==> src/rtl/tcam_16x8_bank.sv <==
// tcam_16x8_bank: 16x8 ternary CAM with write, read, masked compare and flush
module tcam_16x8_bank #(
    parameter int Bits        = 8,
    parameter int Words       = 16,
    parameter int AddressSize = 4,
    parameter int BankSize    = 1
) (
    input  logic                   CK,
    input  logic                   RST,
    input  logic                   CS,
    input  logic                   FLUSH,
    input  logic                   VBE,
    input  logic                   DCS,
    input  logic                   WR,
    input  logic                   RD,
    input  logic                   CMP,
    input  logic [Bits-1:0]        DI,
    input  logic [Bits-1:0]        MSKB,
    input  logic                   VBI,
    input  logic [AddressSize-1:0] A,
    input  logic [BankSize-1:0]    CBE,
    output logic [Bits-1:0]        DO,
    output logic                   VBO,
    output logic                   HIT,
    output logic [Words-1:0]       HITLINE
);
    logic [Bits-1:0]  data [Words];
    logic [Bits-1:0]  care [Words];
    logic [Words-1:0] valid;
    logic [Words-1:0] match;
    for (genvar g = 0; g < Words; g++) begin : g_match
        assign match[g] = valid[g] && !CBE[g / (Words / BankSize)] &&
                          &(~MSKB | ~care[g] | ~(DI ^ data[g]));
    end
    always_ff @(posedge CK) begin
        if (RST) begin
            data    <= '{default: '0};
            care    <= '{default: '0};
            valid   <= '0;
            DO      <= '0;
            VBO     <= 1'b0;
            HIT     <= 1'b0;
            HITLINE <= '0;
        end else if (CS) begin
            if (FLUSH) begin
                valid   <= '0;
                HIT     <= 1'b0;
                HITLINE <= '0;
            end else if (WR) begin
                if (DCS) begin
                    data[A] <= DI;
                    care[A] <= MSKB;
                end
                if (VBE) valid[A] <= VBI;
            end else if (CMP) begin
                HITLINE <= match;
                HIT     <= |match;
            end else if (RD) begin
                DO <= DCS ? data[A] : care[A];
                if (VBE) VBO <= valid[A];
            end
        end
    end
endmodule

==> config.mk <==
export PLATFORM = sky130hd
export DESIGN_NAME = tcam_16x8_bank
export DESIGN_NICKNAME = d
export VERILOG_FILES = /design/src/rtl/tcam_16x8_bank.sv
export SDC_FILE = /design/constraint.sdc
export NUM_CORES = 1
export LEC_CHECK = 0
export CORE_MARGIN = 4
export CORE_UTILIZATION = 45
export DETAILED_ROUTE_END_ITERATION = 10
export PLACE_DENSITY = 0.64
export SYNTH_ARGS = -nofsm -noshare
export SYNTH_HDL_FRONTEND = slang
export SYNTH_SLANG_ARGS = --single-unit
==> constraint.sdc <==
create_clock -name CK -period 1.75 [get_ports CK]
set_input_delay 0.175 -clock CK [delete_from_list [all_inputs] [get_ports CK]]
set_output_delay 0.175 -clock CK [all_outputs]
set_load 0.005 [all_outputs]
# Word-level counts from Yosys, hierarchy flattened
# Index checks and enable logic that the tools add are counted.
[op_classes]
order_cmp = 4
eq_ne = 1
mux = 25
bitwise_logic = 85
n_reduce_logical = 60
[ops]
columns = ["operator", "count"]
rows = [
  ["$not A8 Y8", 33],
  ["$bwmux W128", 2],
  ["$or A8 B8 Y8", 32],
  ["$reduce_and A8 Y1", 16],
  ["$xor A8 B8 Y8", 16],
  ["$mux W16", 6],
  ["$bmux W8 S4", 2],
  ["$mux W8", 6],
  ["$logic_and A1 B1 Y1", 34],
  ["$demux W8 S4", 1],
  ["$bwmux W16", 1],
  ["$reduce_or A16 Y1", 1],
  ["$reduce_and A3 Y1", 2],
  ["$reduce_and A6 Y1", 1],
  ["$reduce_bool A2 Y1", 3],
  ["$ge A5 B5 Y1 const B", 1],
  ["$lt A4 B5 Y1 const B", 1],
  ["$lt A5 B1 Y1 const B", 1],
  ["$mux W1", 5],
  ["$not A4 Y5", 1],
  ["$reduce_and A5 Y1", 1],
  ["$bmux W1 S4", 1],
  ["$demux W1 S4", 1],
  ["$ge A4 B1 Y1 const B", 1],
  ["other kinds (4)", 6],
]
[word_totals]
ff_bits = 298
input_bits = 31
word_cells = 212

# Logic depth before layout (Yosys ltp)
# Gate-level depths: netlist of run 1.
[depth]
depth_word = 9
depth_mapped = 9
ltp_nobuf = 6

# Worst setup path after synthesis of run 1
# Ideal clock, no wire load.
[synth_timing]
kind = "input to register"
start = "in A[0]"
end = "reg DO[0]"
t_arrival_ns = 1.746
setup_slack_ns = -0.134
stages = 7
path_buffers = 3
cell_sequence = "buf_6 buf_8 buf_8 mux4_1 mux4_2 mux2i_1 a211oi_1"
[synth_between]
elab_chain_cells = 5
[synth_rtl]
columns = ["element", "line", "rtl"]
rows = [
  ["start, declared", "20", "input logic [AddressSize-1:0] A,"],
  ["$not A4 Y5 (not written as such) *", "59", "DO <= DCS ? data[A] : care[A];"],
  ["$bmux W8 S4", "59", ""],
  ["$mux W8 (not written as such) (2 in a row)", "59", ""],
  ["$mux W8 *", "59", ""],
  ["end signal, assigned", "59", ""],
  ["end, declared", "22", "output logic [Bits-1:0] DO,"],
]
# Mark *: on every way between the ends. The rest lies on a longest branch, timed or not. The select of a mux whose other input is x is not followed.
# A chain may end at the register's enable or synchronous reset.

# Worst setup path after layout of run 1
[layout_timing]
start = "reg data[8] in the netlist's numbering"
end = "reg HITLINE[14]"
[layout_between]
elab_chain_cells = 8
[layout_rtl]
columns = ["element", "line", "rtl"]
rows = [
  ["start, declared", "27", "logic [Bits-1:0] data [Words];"],
  ["start signal, assigned", "37", "data <= '{default: '0};"],
  ["start signal, assigned by index", "51", "data[A] <= DI;"],
  ["$xor A8 B8 Y8", "33", "&(~MSKB | ~care[g] | ~(DI ^ data[g]));"],
  ["$not A8 Y8", "33", ""],
  ["$or A8 B8 Y8", "33", ""],
  ["$reduce_and A8 Y1", "33", ""],
  ["$logic_and A1 B1 Y1", "32", "assign match[g] = valid[g] && !CBE[g / (Words / BankSize)] &&"],
  ["$mux W16", "55", "end else if (CMP) begin"],
  ["$mux W16", "49", "end else if (WR) begin"],
  ["$mux W16", "45", "if (FLUSH) begin"],
  ["end signal, assigned", "56", "HITLINE <= match;"],
  ["end, declared", "25", "output logic [Words-1:0] HITLINE"],
]
# Every way passes these cells. The select of a mux whose other input is x is not followed.

==> impl_metrics.json, run 1 <==
{
  "synth_cell_types": 39,
  "drt-total-wl_mm": 47.5,
  "netlist_instances": 1574,
  "finalWorstSetupSlack_ns": -0.178,
  "antenna_left": 0,
  "ys_seq_elements": 298,
  "critPathLaunchType": "flip-flop",
  "hpwl_mm": 34.1,
  "clk_latency_ns": 0.52,
  "grt-ovfl-total": 0,
  "fin_nets": 1852,
  "holdBufCountCts": 0,
  "synth_top_area_share_pct": 38.2,
  "die_w_um": 194,
  "pre_cts_slack_ns": -0.739,
  "drive_above_1_share_pct": 27.4,
  "ys_seq_area_share_pct": 38.2,
  "critical_path_arrival_ns": 2.37,
  "hold_viol_final": 0,
  "cap_violations": 0,
  "grt_pass1_vias": 13100,
  "slew_headroom_pct": 57.2,
  "power_leakage_nw": 8.14,
  "hp-class": "in -> reg",
  "tritoncts": "yes",
  "p_per_area_nw_per_um2": 757,
  "setup_viol": 6,
  "io-pin-count": 57,
  "antenna_found_initial": 1,
  "synth_largest_area_cell": "dfxtp_1",
  "total_power_mw": 15.4,
  "violations": "setup timing",
  "tightest_slew_ns": 0.642,
  "dieArea_um2": 37800,
  "final.setup_skew_ns": 0.0204,
  "die_h_um": 194,
  "rrSetupSlack_ns": -0.18,
  "period_share_pct": 110,
  "rsz0062_at_grt": "true",
  "cts_max_path_buffers": 3,
  "ys_top_cells_by_area": "dfxtp_1, mux2i_1, mux4_2",
  "drtPass1Iterations": 5,
  "drcViolationCount": 0,
  "cts_sinks": 298,
  "vias_per_cell": 5.69,
  "critical_path_class": "reg -> reg",
  "synth.cell_area_um2": 15600,
  "core_area_um2": 34400,
  "cts-buffers-inserted": 35,
  "vias": 13100,
  "num_rows": 68,
  "cp_max_fo": 2,
  "wire_per_inst_um": 20.6,
  "required_ns": 2.19,
  "syn_avg_cell_area_um2": 9.93,
  "drt-initial-drc-count": 1332,
  "start_util_pct": 45.5,
  "grt_first_pass_wirelength_mm": 74.2,
  "max_freq_ghz": 0.519,
  "place_area_um2": 19000,
  "grt_max_degree": 99,
  "final_area_um2": 20300,
  "syn_nets": 1605,
  "ir_drop_uv": 549,
  "worst_hold_slack_ns": 0.0260,
  "min_period_ns": 1.93,
  "gp_congestion": 0.936,
  "cts.htree.levels": 2,
  "numPortBuffers": 56,
  "end_kind": "flip-flop",
  "synthToLayoutAreaGrowth_pct": 30.0,
  "cts_root_buf": "clkbuf_16",
  "nFillCells": 2887,
  "yosys_warnings": 0,
  "utilization_pct": 59.2,
  "status": "finished, violations left",
  "clkSlewWorstSetupHoldPaths_ns": 0.06,
  "grt_use_total_pct": 24.4,
  "slew_viol_final": 0
}
sequential cells by signal, summed over array words and instances, names as in the netlist:
name     flops
DO           8
HIT          1
HITLINE     16
VBO          1
care       128
data       128
valid       16
kinds of logic after synthesis:
logic type                count (synthesis)  share of synthesized area, %
AOI/OAI and AO/OA                       147                          6.95
muxes                                   314                          27.0
and+or+nand+nor                         519                          15.7
buffers and inverters                   168                          5.06
DFF                                     298                          38.2
xor gates and xnor gates                128                          7.17
final timing paths:
kind,startpoint,endpoint,cells after the start
max reg2reg,data[8]$_SDFFE_PP0P_,HITLINE[14]$_SDFFE_PP0P_,7
min reg2reg,VBO$_SDFFE_PP0P_,VBO$_SDFFE_PP0P_,2
min,RST,care[61]$_SDFFE_PP0P_,2
max,data[8]$_SDFFE_PP0P_,HITLINE[14]$_SDFFE_PP0P_,7
synth_stat cells, drive strengths merged:
library cell and number:
a32o 7, nand2 68, or3 2, and2 81, a211oi 8, and3 17, nor2 251, nand4 21
a21oi 53, o21ai 5, a21o 2, nand3b 3, buf 61, mux2i 229, nor3b 3, nand3 54
nand2b 4, a32oi 40, inv 16, a311oi 16, a222oi 16, nor3 3, nor2b 11, nor4 1
xor2 128, dfxtp 298, mux4 85, clkbuf 91
timing repair:
action	in CTS	in global routing
setup buffers	4	3
gates cloned	1	1
pin swaps	6	8
endpoints found under the setup margin	7	114
resized for setup	22	27
stage by stage:
step,std cells,TNS (ns)
after floorplan,1574,-1.38
after global placement,2231,-101.27
after detailed placement,2231,-111.05
after CTS,2298,-0.366
after global routing,2301,-0.915
final,2302,-0.480
per-layer routing:
layer | track usage (%) | up-vias | wire length [µm]
li1 | - | 6084 | -
met3 | 4.45 | 90 | 3260
met1 | 32.9 | 6498 | 20400
met5 | 0 | - | 7
met2 | 40.1 | 434 | 22400
met4 | 7.37 | 2 | 1440
cell usage in the layout, fill, tap and decap left out, types with 13 or more instances in the layout:
| master | instances |
|---|---|
| clkdlybuf4s50_1 | 49 |
| clkbuf_16 | 38 |
| mux4_2 | 84 |
| inv_1 | 16 |
| nor2_1 | 242 |
| buf_12 | 54 |
| clkbuf_8 | 13 |
| buf_4 | 250 |
| and3_1 | 16 |
| mux2i_1 | 225 |
| a21oi_1 | 52 |
| and2_1 | 81 |
| a32oi_1 | 40 |
| a222oi_1 | 16 |
| dfxtp_1 | 273 |
| nand2_1 | 68 |
| nand4_1 | 21 |
| a311oi_1 | 15 |
| dfxtp_2 | 25 |
| nand3_1 | 52 |
| xor2_1 | 128 |
worst max-delay path, stage by stage, from the launching register on:
cell      delay, ns
dfxtp_2        0.32
xor2_1         0.17
a222oi_1       0.50
buf_4          0.20
nand4_1        0.22
buf_4          0.23
nand2b_4       0.13
a21oi_2        0.10
layout make-up:
| cell class | count | area [µm²] | share of cell area (%) |
|---|---|---|---|
| Sequential cell | 298 | 6000 | 29.5 |
| Inverter | 16 | 60.1 | 0.295 |
| Clock inverter | 9 | 45.0 | 0.222 |
| Tap cell | 455 | 569 | 2.80 |
| Multi-Input combinational cell | 1108 | 8970 | 44.1 |
| Antenna cell | 1 | 2.50 | 0.0123 |
| Clock buffer | 53 | 1110 | 5.44 |
| Timing Repair Buffer | 362 | 3580 | 17.6 |
power breakdown:
part | leakage (nW) | internal, mW | switching, mW | total (mW)
Sequential | 2.41 | 6.80 | 0.0158 | 6.82
Clock | 0.582 | 4.35 | 2.89 | 7.24
Combinational | 5.15 | 0.594 | 0.740 | 1.33
Power figures use the tool's default switching activity.
==> run 2, diff against run 1 <==
--- a/config.mk
+++ b/config.mk
@@ -7,6 +7,7 @@
 export LEC_CHECK = 0
 export CORE_MARGIN = 4
 export CORE_UTILIZATION = 45
+export CTS_BUF_LIST = sky130_fd_sc_hd__clkbuf_8
 export DETAILED_ROUTE_END_ITERATION = 10
 export PLACE_DENSITY = 0.64
 export SYNTH_ARGS = -nofsm -noshare
==> run 2 against run 1 <==
Effect of this change: the run still ends with setup timing left; die area stayed put; cell area is 0.84% lower; sequential share of layout area is 0.28 points higher; largest power group is now sequential cells; fmax is 1.7% higher; first-iteration DRC count is 18% lower; clock power is 12% lower; count of clock-buffer cells in the layout is 15 higher; wire length is 0.54% lower; largest cell class unchanged; worst hold slack better by 0.11 ns.
==> impl_metrics.json, run 2 (synthesis gave the netlist of run 1 again) <==
{
  "status": "finished, violations left",
  "violations": "setup timing",
  "slew_viol_final": 0,
  "setup_viol": 6,
  "grt_use_total_pct": 24.4,
  "cts_max_path_buffers": 3,
  "rr_worst_depth": 7,
  "cts-buffers-inserted": 53,
  "pwr-share-seq_pct": 47.1,
  "drt-initial-drc-count": 1098,
  "synthToLayoutAreaGrowth_pct": 28.9,
  "vias_per_cell": 5.61,
  "final_cell_mix": "dfxtp_1, buf_4, nor2_1, mux2i_1, xor2_1",
  "die_h_um": 194,
  "critical_path_class": "reg -> reg",
  "clk_latency_ns": 0.63,
  "hp-class": "in -> reg",
  "p_per_area_nw_per_um2": 718,
  "grt_first_pass_wirelength_mm": 74.3,
  "num_rows": 68,
  "cap_violations": 0,
  "ir_drop_uv": 493,
  "max_freq_ghz": 0.527,
  "switching_share_pct": 25.3,
  "die_w_um": 194,
  "nFillCells": 2934,
  "drcViolationCount": 0,
  "start_util_pct": 45.5,
  "numPortBuffers": 56,
  "diodes": 0,
  "p_int_mw": 10.8,
  "cp_max_fo": 2,
  "min_period_ns": 1.90,
  "fin_nets": 1870,
  "vias": 13100,
  "slew_headroom_pct": 60.2,
  "final_common_cell": "dfxtp_1",
  "cts_root_buf": "clkbuf_8",
  "grt-ovfl-total": 0,
  "cts.htree.levels": 2,
  "clockPowerShare_pct": 43.8,
  "dieArea_um2": 37800,
  "core_area_um2": 34400,
  "critPathLaunchType": "flip-flop",
  "grt_pass1_vias": 13300,
  "finalWorstSetupSlack_ns": -0.146,
  "clkSlewWorstSetupHoldPaths_ns": 0.06,
  "regArea_um2": 6000,
  "p_comb_share_pct": 9.1,
  "wire_per_inst_um": 20.3,
  "power_leakage_nw": 8.15,
  "setup_tns_ns": -0.385,
  "end_kind": "flip-flop",
  "grt_max_degree": 99,
  "gp_congestion": 0.936,
  "drtPass1Iterations": 6,
  "hpwl_mm": 34.1,
  "power.switching_mw": 3.66,
  "drt-total-wl_mm": 47.2,
  "total_power_mw": 14.5,
  "io-pin-count": 57,
  "critical_path_arrival_ns": 2.45,
  "drive_above_1_share_pct": 27.7,
  "cts_sinks": 298,
  "final.setup_skew_ns": 0.0288,
  "period_share_pct": 108,
  "hold_viol_final": 0,
  "tritoncts": "yes",
  "worst_hold_slack_ns": 0.139,
  "rsz0062_at_grt": "true",
  "top_regs": "care (128), data (128)",
  "multi_input_area_um2": 8960,
  "min_path_cells": 5,
  "antenna_found_initial": 1,
  "required_ns": 2.31,
  "tightest_slew_ns": 0.598,
  "antenna_left": 0
}
-- run 2: power by group through the flow --
stage | registers, mW | logic [mW] | clock network, mW
floorplan | 6.96 | 0.693 | 0
global route | 6.82 | 1.39 | 6.76
detailed placement | 6.97 | 1.28 | 0
global placement | 6.97 | 1.27 | 0
CTS | 6.82 | 1.29 | 6.46
finish | 6.82 | 1.32 | 6.34
-- run 2: per-stage QoR --
step | area [µm²] | util (%) | instances | setup slack [ns]
2_1_floorplan | 15700 | - | 1574 | -0.0604
3_3_place_gp | 19000 | 55.1 | 2231 | -0.737
3_5_place_dp | 19000 | 55.1 | 2231 | -0.739
4_1_cts | 20100 | 58.4 | 2323 | -0.174
5_1_grt | 20200 | 58.7 | 2326 | -0.199
6_report | 20200 | 58.7 | 2326 | -0.146
-- run 2: area by class of cell --
cell class	instances	area share, %
clock buffer	68	4.64
tap	455	2.82
multi-input combinational	1108	44.5
timing repair buffer	362	17.6
sequential	298	29.8
clock inverter	19	0.391
inverter	16	0.298
-- run 2: repair_timing --
item | CTS | global route
gates resized for setup | 30 | 19
hold endpoints to repair | 16 | 0
setup endpoints to repair | 19 | 14
pin swaps | 4 | 6
hold buffers | 1 | 0
setup buffers | 4 | 2
cloned | 0 | 1
-- run 2: final timing paths --
| path | start | to | slack (ns) |
|---|---|---|---|
| max | data[8]$_SDFFE_PP0P_ | HITLINE[14]$_SDFFE_PP0P_ | -0.15 |
| min | A[3] | valid[14]$_SDFFE_PP0P_ | 0.14 |
| max reg2reg | data[8]$_SDFFE_PP0P_ | HITLINE[14]$_SDFFE_PP0P_ | -0.15 |
| min reg2reg | VBO$_SDFFE_PP0P_ | VBO$_SDFFE_PP0P_ | 0.46 |
-- run 2: layer usage --
metal  global-route usage [%]  routed length (µm)
met5                        0                   9
met4                     8.31                1220
met3                     4.70                3630
met2                     40.1               22300
met1                     32.5               20100
-- run 2: critical path, stage by stage (launching register included) --
cell and delay [ns]:
dfxtp_2 0.33, xor2_1 0.17, a222oi_1 0.47, buf_4 0.19, nand4_1 0.22, buf_4 0.23, nand2b_4 0.13, a21oi_2 0.10
